===== config.mk =====
export PLATFORM = sky130hd
export DESIGN_NAME = inport_feeder
export DESIGN_NICKNAME = d
export VERILOG_FILES = /design/src/rtl/inport_feeder.sv
export SDC_FILE = /design/constraint.sdc
export NUM_CORES = 1
export LEC_CHECK = 0
export BUFFER_PORTS_ARGS = -buffer_cell sky130_fd_sc_hd__buf_4
export CELL_PAD_IN_SITES_DETAIL_PLACEMENT = 0
export CELL_PAD_IN_SITES_GLOBAL_PLACEMENT = 1
export CORE_UTILIZATION = 51
export CTS_CLUSTER_SIZE = 16
export DETAILED_ROUTE_END_ITERATION = 12
export GPL_TIMING_DRIVEN = 1
export PLACE_DENSITY = 0.91
export SLEW_MARGIN = 10
export SYNTH_ARGS = -nofsm -noshare
export SYNTH_HDL_FRONTEND = slang
export SYNTH_SLANG_ARGS = --single-unit

===== constraint.sdc =====
create_clock -name clock -period 2.3 [get_ports clock]
set_input_delay 0.345 -clock clock [delete_from_list [all_inputs] [get_ports clock]]
set_output_delay 0.345 -clock clock [all_outputs]
set_load 0.02 [all_outputs]

===== src/rtl/inport_feeder.sv =====
// Device-side producer for the CPU input port: a small FIFO feeding Input_port_register one word at a time.
// Optional status ports (fifo_level, overrun, clr_overrun) are built when INPORT_STATUS_EN is defined.
module inport_feeder #(
    parameter int WIDTH = 32,
    parameter int DEPTH = 4,
    parameter int AW    = 2
) (
    input  logic             clock,
    input  logic             reset,
    input  logic [WIDTH-1:0] dev_data,
    input  logic             dev_valid,
    output logic             dev_ready,
    input  logic             cpu_read,
    output logic [WIDTH-1:0] device_data,
    output logic             inport_strobe,
    output logic             port_valid
`ifdef INPORT_STATUS_EN
    ,
    output logic [AW:0]      fifo_level,
    output logic             overrun,
    input  logic             clr_overrun
`endif
);

    typedef enum logic [1:0] {
        IDLE,
        LOAD,
        HOLD
    } state_t;

    localparam logic [AW:0] FULL_COUNT = (AW+1)'(DEPTH);

    logic [WIDTH-1:0] mem [DEPTH];
    logic [AW-1:0]    wr_ptr;
    logic [AW-1:0]    rd_ptr;
    logic [AW:0]      count;

    state_t           state;
    state_t           state_nxt;
    logic [WIDTH-1:0] device_data_nxt;
    logic             strobe_nxt;
    logic             port_valid_nxt;
    logic             push;
    logic             pop;

    // Full blocks a push even when a pop happens on the same edge.
    assign dev_ready = (count != FULL_COUNT);
    assign push      = dev_valid & dev_ready;

    always_ff @(posedge clock) begin
        if (push) begin
            mem[wr_ptr] <= dev_data;
        end
    end

    always_ff @(posedge clock or negedge reset) begin
        if (!reset) begin
            wr_ptr <= '0;
            rd_ptr <= '0;
            count  <= '0;
        end else begin
            if (push) begin
                wr_ptr <= wr_ptr + AW'(1);
            end
            if (pop) begin
                rd_ptr <= rd_ptr + AW'(1);
            end
            if (push && !pop) begin
                count <= count + (AW+1)'(1);
            end else if (pop && !push) begin
                count <= count - (AW+1)'(1);
            end
        end
    end

    always_ff @(posedge clock or negedge reset) begin
        if (!reset) begin
            state         <= IDLE;
            device_data   <= '0;
            inport_strobe <= 1'b0;
            port_valid    <= 1'b0;
        end else begin
            state         <= state_nxt;
            device_data   <= device_data_nxt;
            inport_strobe <= strobe_nxt;
            port_valid    <= port_valid_nxt;
        end
    end

    // The presented word stays at the FIFO head until the HOLD-state read pops it.
    always_comb begin
        state_nxt       = state;
        device_data_nxt = device_data;
        strobe_nxt      = 1'b0;
        port_valid_nxt  = port_valid;
        pop             = 1'b0;
        case (state)
            IDLE: begin
                if (count != '0) begin
                    state_nxt       = LOAD;
                    device_data_nxt = mem[rd_ptr];
                    strobe_nxt      = 1'b1;
                end
            end
            LOAD: begin
                port_valid_nxt = 1'b1;
                state_nxt      = HOLD;
            end
            HOLD: begin
                if (cpu_read) begin
                    pop            = 1'b1;
                    port_valid_nxt = 1'b0;
                    state_nxt      = IDLE;
                end
            end
            default: begin
                state_nxt = IDLE;
            end
        endcase
    end

`ifdef INPORT_STATUS_EN
    assign fifo_level = count;

    always_ff @(posedge clock or negedge reset) begin
        if (!reset) begin
            overrun <= 1'b0;
        end else if (dev_valid && !dev_ready) begin
            overrun <= 1'b1;
        end else if (clr_overrun) begin
            overrun <= 1'b0;
        end
    end
`endif

endmodule


Yosys cells after proc, flatten, opt, wreduce, memory -nomap -nowiden
Memory sizes are Yosys's and may differ from the RTL's. A register that Yosys moved wholly into a read port is not among the register bits.
Index checks and enable logic that the tools add are counted.
{"block": "classes", "reduce_logical": 12, "bitwise_logic": 1, "n_addsub": 4, "eq_ne": 5, "muxes": 13}
{"op": "two-way mux 1 bit", "count": 7}
{"op": "two-way mux 3 bit", "count": 2}
{"op": "one-hot mux 2 bit (3 select lines)", "count": 1}
{"op": "AND reduction 2 bit", "count": 3}
{"op": "adder 2 x 1 -> 2 bit, second input constant", "count": 2}
{"op": "two-way mux 2 bit", "count": 2}
{"op": "inequality test 2 bit, second input constant", "count": 2}
{"op": "nonzero test 2 bit", "count": 2}
{"op": "adder 3 x 1 -> 3 bit, second input constant", "count": 1}
{"op": "logical NOT 1 bit", "count": 3}
{"op": "inequality test 3 bit, second input constant", "count": 1}
{"op": "nonzero test 3 bit", "count": 1}
{"op": "subtractor 3 x 1 -> 3 bit, second input constant", "count": 1}
{"op": "equality test 2 x 1 -> 1 bit, second input constant", "count": 1}
{"op": "equality test 2 bit, second input constant", "count": 1}
{"op": "logical AND 1 bit", "count": 2}
{"op": "logical NOT 2 bit", "count": 1}
{"op": "one-hot mux 1 bit (2 select lines)", "count": 1}
{"op": "AND 1 bit", "count": 1}
{"block": "totals", "reg_bits": 11, "memories": 1, "mem_bits_rw": 128, "output_inout_bits": 35}
{"memory": "mem", "words": 4, "word_bits": 32, "read_ports": 1, "rd_clocked_by_memory_dff": 1, "wr": 1, "line": "33", "source": "logic [WIDTH-1:0] mem [DEPTH];"}

Logic depth before layout (Yosys ltp)
{"block": "logic_depth", "ltp_word": 6, "depth_mapped": 8}

Worst setup path before layout
No wires, ideal clock.
{"block": "synth_path", "path_type": "flip-flop to flip-flop", "start": "register count[0]", "end": "memory mem[0][0], enable pin", "stages_incl_launch_ff": 4, "path_slack_ps": 320, "path_buffers": 0, "arrival_time_ps": 1588, "setup_time_ps": 392, "path_cell_list": "dfrtp_1 nor2_1 a21boi_2 and2_1"}
{"block": "synth_between", "elab_chain_cells": 4}
{"element": "from (decl)", "line": "36", "source": "logic [AW:0] count;"}
{"element": "from (signal assigned)", "line": "69", "source": "count <= count + (AW+1)'(1);"}
{"element": "from (signal assigned)", "line": "71", "source": "count <= count - (AW+1)'(1);"}
{"element": "inequality test 3 bit", "line": "47", "source": "assign dev_ready = (count != FULL_COUNT);"}
{"element": "AND 1 bit", "line": "48", "source": "assign push = dev_valid & dev_ready;"}
{"element": "named net push", "line": "43", "source": "logic push;"}
{"element": "two-way mux 1 bit", "line": "51", "source": "if (push) begin"}
{"element": "two-way mux 1 bit (implied by the code)", "line": "52", "source": "mem[wr_ptr] <= dev_data;"}
{"element": "to (decl)", "line": "33"}
The timed path passes the listed nets, and every way through them passes these cells.

Worst setup path after layout
{"block": "layout_path", "start": "register count[0]", "end": "register count[2]"}
{"block": "layout_between", "elab_chain_cells": 5, "word_cells_on_any_way": 10, "classes_between": "add/sub (2); eq/ne (1); mux (2); bitwise (1); reduce/logical (4)"}
{"element": "inequality test 3 bit *", "line": "47"}
{"element": "AND 1 bit *", "line": "48"}
{"element": "named net push", "line": "43"}
{"element": "logical NOT 1 bit", "line": "70", "source": "end else if (pop && !push) begin"}
{"element": "logical AND 1 bit", "line": "70"}
{"element": "nonzero test 2 bit (no source line)"}
Mark *: on every way through the listed nets, which the timed path passes. The rest lies on a longest branch. The select of a mux whose other input is x is not followed.
A chain may end at the register's enable or synchronous reset.

==> impl_metrics.env <==
export IMPL_place_congestion=0.700
export IMPL_cts_buffers=17
export IMPL_regArea_um2=4920
export IMPL_start_kind="flop"
export IMPL_clock_latency_ps=430
export IMPL_overflow=0
export IMPL_crit_slowest_cell="dfrtp_1"
export IMPL_holdCritPathClass="input port to flop"
export IMPL_syn_instance_count=284
export IMPL_synthTopCellsByCount="128 x edfxtp_1, 43 x dfrtp_1, 28 x mux2_4, 28 x mux4_2, 7 x buf_6"
export IMPL_synth_fp_nets=326
export IMPL_core_um2=12200
export IMPL_grt_max_degree=44
export IMPL_cts_hold_buffers_added=1
export IMPL_power_frac_seq_pct=40.7
export IMPL_critical_path_class="flop to flop"
export IMPL_cap_violations=0
export IMPL_skew_ps=8.00
export IMPL_clkTransAtPathRegs_ps=60
export IMPL_via_per_inst=5.29
export IMPL_multi_input_area_um2=1480
export IMPL_yosys_top_cells_area="edfxtp_1 59%, dfrtp_1 17%, mux4_2 9.7%, mux2_4 6.5%, mux4_1 1.6%"
export IMPL_max_clock_freq_mhz=525
export IMPL_min_period_over_period_pct=82.8
export IMPL_start_util_pct=53.3
export IMPL_ant_nets=0
export IMPL_finalMaxSlewViolations=0
export IMPL_slew_headroom_pct=60.4
export IMPL_h_tree_depth=4
export IMPL_synth_edf_count=128
export IMPL_grt_pass1_wl_mm=17.4
export IMPL_cellLeakagePower_nw=2.98
export IMPL_ctsResizeCount=0
export IMPL_syn_area_um2=6510
export IMPL_synthFlopType="edfxtp_1"
export IMPL_p_sw_share_pct=28.8
export IMPL_p_clk_share_pct=26.0
export IMPL_tightest_slew_ps=593
export IMPL_crit_chain="nor2_1, a21boi_2, ha_1, inv_1, fa_1, xor2_1, nor2_1, xor2_1"
export IMPL_synth_cell_types=25
export IMPL_hold_viol=0
export IMPL_power_w=0.0115
export IMPL_num_vias=2921
export IMPL_post_cts_buffers=0
export IMPL_arrival_ps=2260
export IMPL_grt_total_usage_pct=19.0
export IMPL_p_sw_w=0.00332
export IMPL_die_w_um=115
export IMPL_critPathMaxStageDelay_ps=450
export IMPL_intPower_w=0.00820
export IMPL_rsz0062_at_grt="false"
export IMPL_setup_viol=0
export IMPL_ys_warn_count=0
export IMPL_dr_first_iter_drc_count=129
export IMPL_grt_pass1_vias=3105
export IMPL_worst_ep_required_time_ps=2660
export IMPL_totalWireLength_mm=11.0
export IMPL_cts_tree="done"
export IMPL_fp_dieArea_um2=13200
export IMPL_comb_power_share_pct=33.3
export IMPL_cts_root_buf="clkbuf_16"
export IMPL_avgSynthCellArea_um2=22.9
export IMPL_path_max_fanout=4
export IMPL_synth_top_area_share_pct=59.0
export IMPL_crit_path_end_kind="flop"
export IMPL_pin_count=71
export IMPL_drc=0
export IMPL_die_h_um=115
export IMPL_drt_pass1_iter_count=4
export IMPL_fill_cells=835
export IMPL_critPathTopFamily="adder cells"
export IMPL_ys_seq_elements=171
export IMPL_crit_buf_inv=1
export IMPL_peakVddDrop_mv=0.952
export IMPL_ys_async_sr_fraction_pct=25.1
export IMPL_syn_to_final_growth_pct=21.9
export IMPL_portBuffers=70
export IMPL_power_density_nw_per_um2=1450
export IMPL_diodes=0
export IMPL_post_drt_wl_per_cell_um=19.9
export IMPL_outcome="finished clean"
export IMPL_layout_drive_gt1_share_pct=46.6
export IMPL_nets=413
export IMPL_yosysTopAreaCell="edfxtp_1"
export IMPL_fin_tns_setup_ps=0
export IMPL_clkSinkCount=171
export IMPL_antenna_found_initial=0
export IMPL_ctsLongestPathBuffers=2
export IMPL_dpl_hpwl_mm=6.57
export IMPL_finalCriticalPeriod_ps=1900
export IMPL_placementRows=40
export IMPL_ys_seq_area_share_pct=75.6
export IMPL_yosysMostFrequentCell="edfxtp_1"
[worst register-to-register path, cell delays in order (launching register included)]
cell and delay (ps):
dfrtp_1 450, nor2_1 110, a21boi_2 180, ha_1 210
inv_1 70, fa_1 380, xor2_1 170, nor2_1 110
xor2_1 150
[path summary, 6_finish.rpt]
kind / startpoint / endpoint / slack (ps) / cells after the start
max: count[0] / count[2] / 400 / 8
min: dev_data[17] / mem[0][17] / 120 / 1
max reg2reg: count[0] / count[2] / 400 / 8
min reg2reg: device_data[10] / device_data[10] / 510 / 1
max in group asynchronous: reset / rd_ptr[0] / 1390 / 2
min in group asynchronous: reset / device_data[18] / 460 / 2
[power by group through the flow]
| stage | Combinational (W) | Sequential [W] | Clock [W] |
|---|---|---|---|
| after floorplan | 0.00246 | 0.00497 | 0 |
| after global placement | 0.00379 | 0.00468 | 0 |
| after detailed placement | 0.00387 | 0.00475 | 0 |
| after CTS | 0.00392 | 0.00471 | 0.00303 |
| after global routing | 0.00412 | 0.00478 | 0.00314 |
| final | 0.00383 | 0.00469 | 0.00300 |
[cell usage in the layout (no fill, tap or decap), drive strengths merged]
cell and count:
a21boi 1, nand2 1, o21ai 2, dlygate4sd3 1, xnor2 4, nand4 1
inv 6, ha 5, dfrtp 43, and2 4, clkbuf 20, nand3 2
xor2 2, edfxtp 128, clkinv 7, a21oi 1, fa 1, nor3 3
mux4 32, buf 79, nor2 3, mux2 34, bufinv 4
[registers in the layout, summed over array words and instances (netlist names)]
| register | count |
|---|---|
| wr_ptr | 2 |
| device_data | 32 |
| inport_strobe | 1 |
| mem | 128 |
| count | 3 |
| state | 2 |
| port_valid | 1 |
| rd_ptr | 2 |
[layout make-up]
type	instances	area share, %
inverters	5	0.237
well taps	168	2.65
multi-input cells	96	18.6
clock buffers	20	5.76
clock inverters	12	2.13
repair buffers	80	8.55
flip-flops and latches	171	62.1
[metrics by stage]
stage	setup WS, ps	utilization, %	cells	instance area, um2	hold slack (ps)
after CTS	363	65.0	552	7930	99.4
after detailed placement	377	59.8	519	7300	399
after floorplan	320	-	284	6510	49.4
final	396	65.0	552	7930	115
after global routing	252	65.0	552	7930	100
after global placement	529	59.8	519	7300	376
[cells by family after synthesis]
| logic type | Yosys count | synth area share, % |
|---|---|---|
| adders and majority gates | 6 | 1.27 |
| muxes | 66 | 18.8 |
| AOI/OAI and AO/OA | 4 | 0.404 |
| and+or+nand+nor | 14 | 1.35 |
| buffers and inverters | 17 | 1.81 |
| xor gates and xnor gates | 6 | 0.807 |
| DFF | 171 | 75.6 |
[layer usage]
metal / wire (um) / track usage [%]
met5: 0 / 0
met4: 202 / 9.00
met3: 393 / 5.54
met2: 5720 / 30.8
met1: 4670 / 23.7
Power figures use the tool's default switching activity.
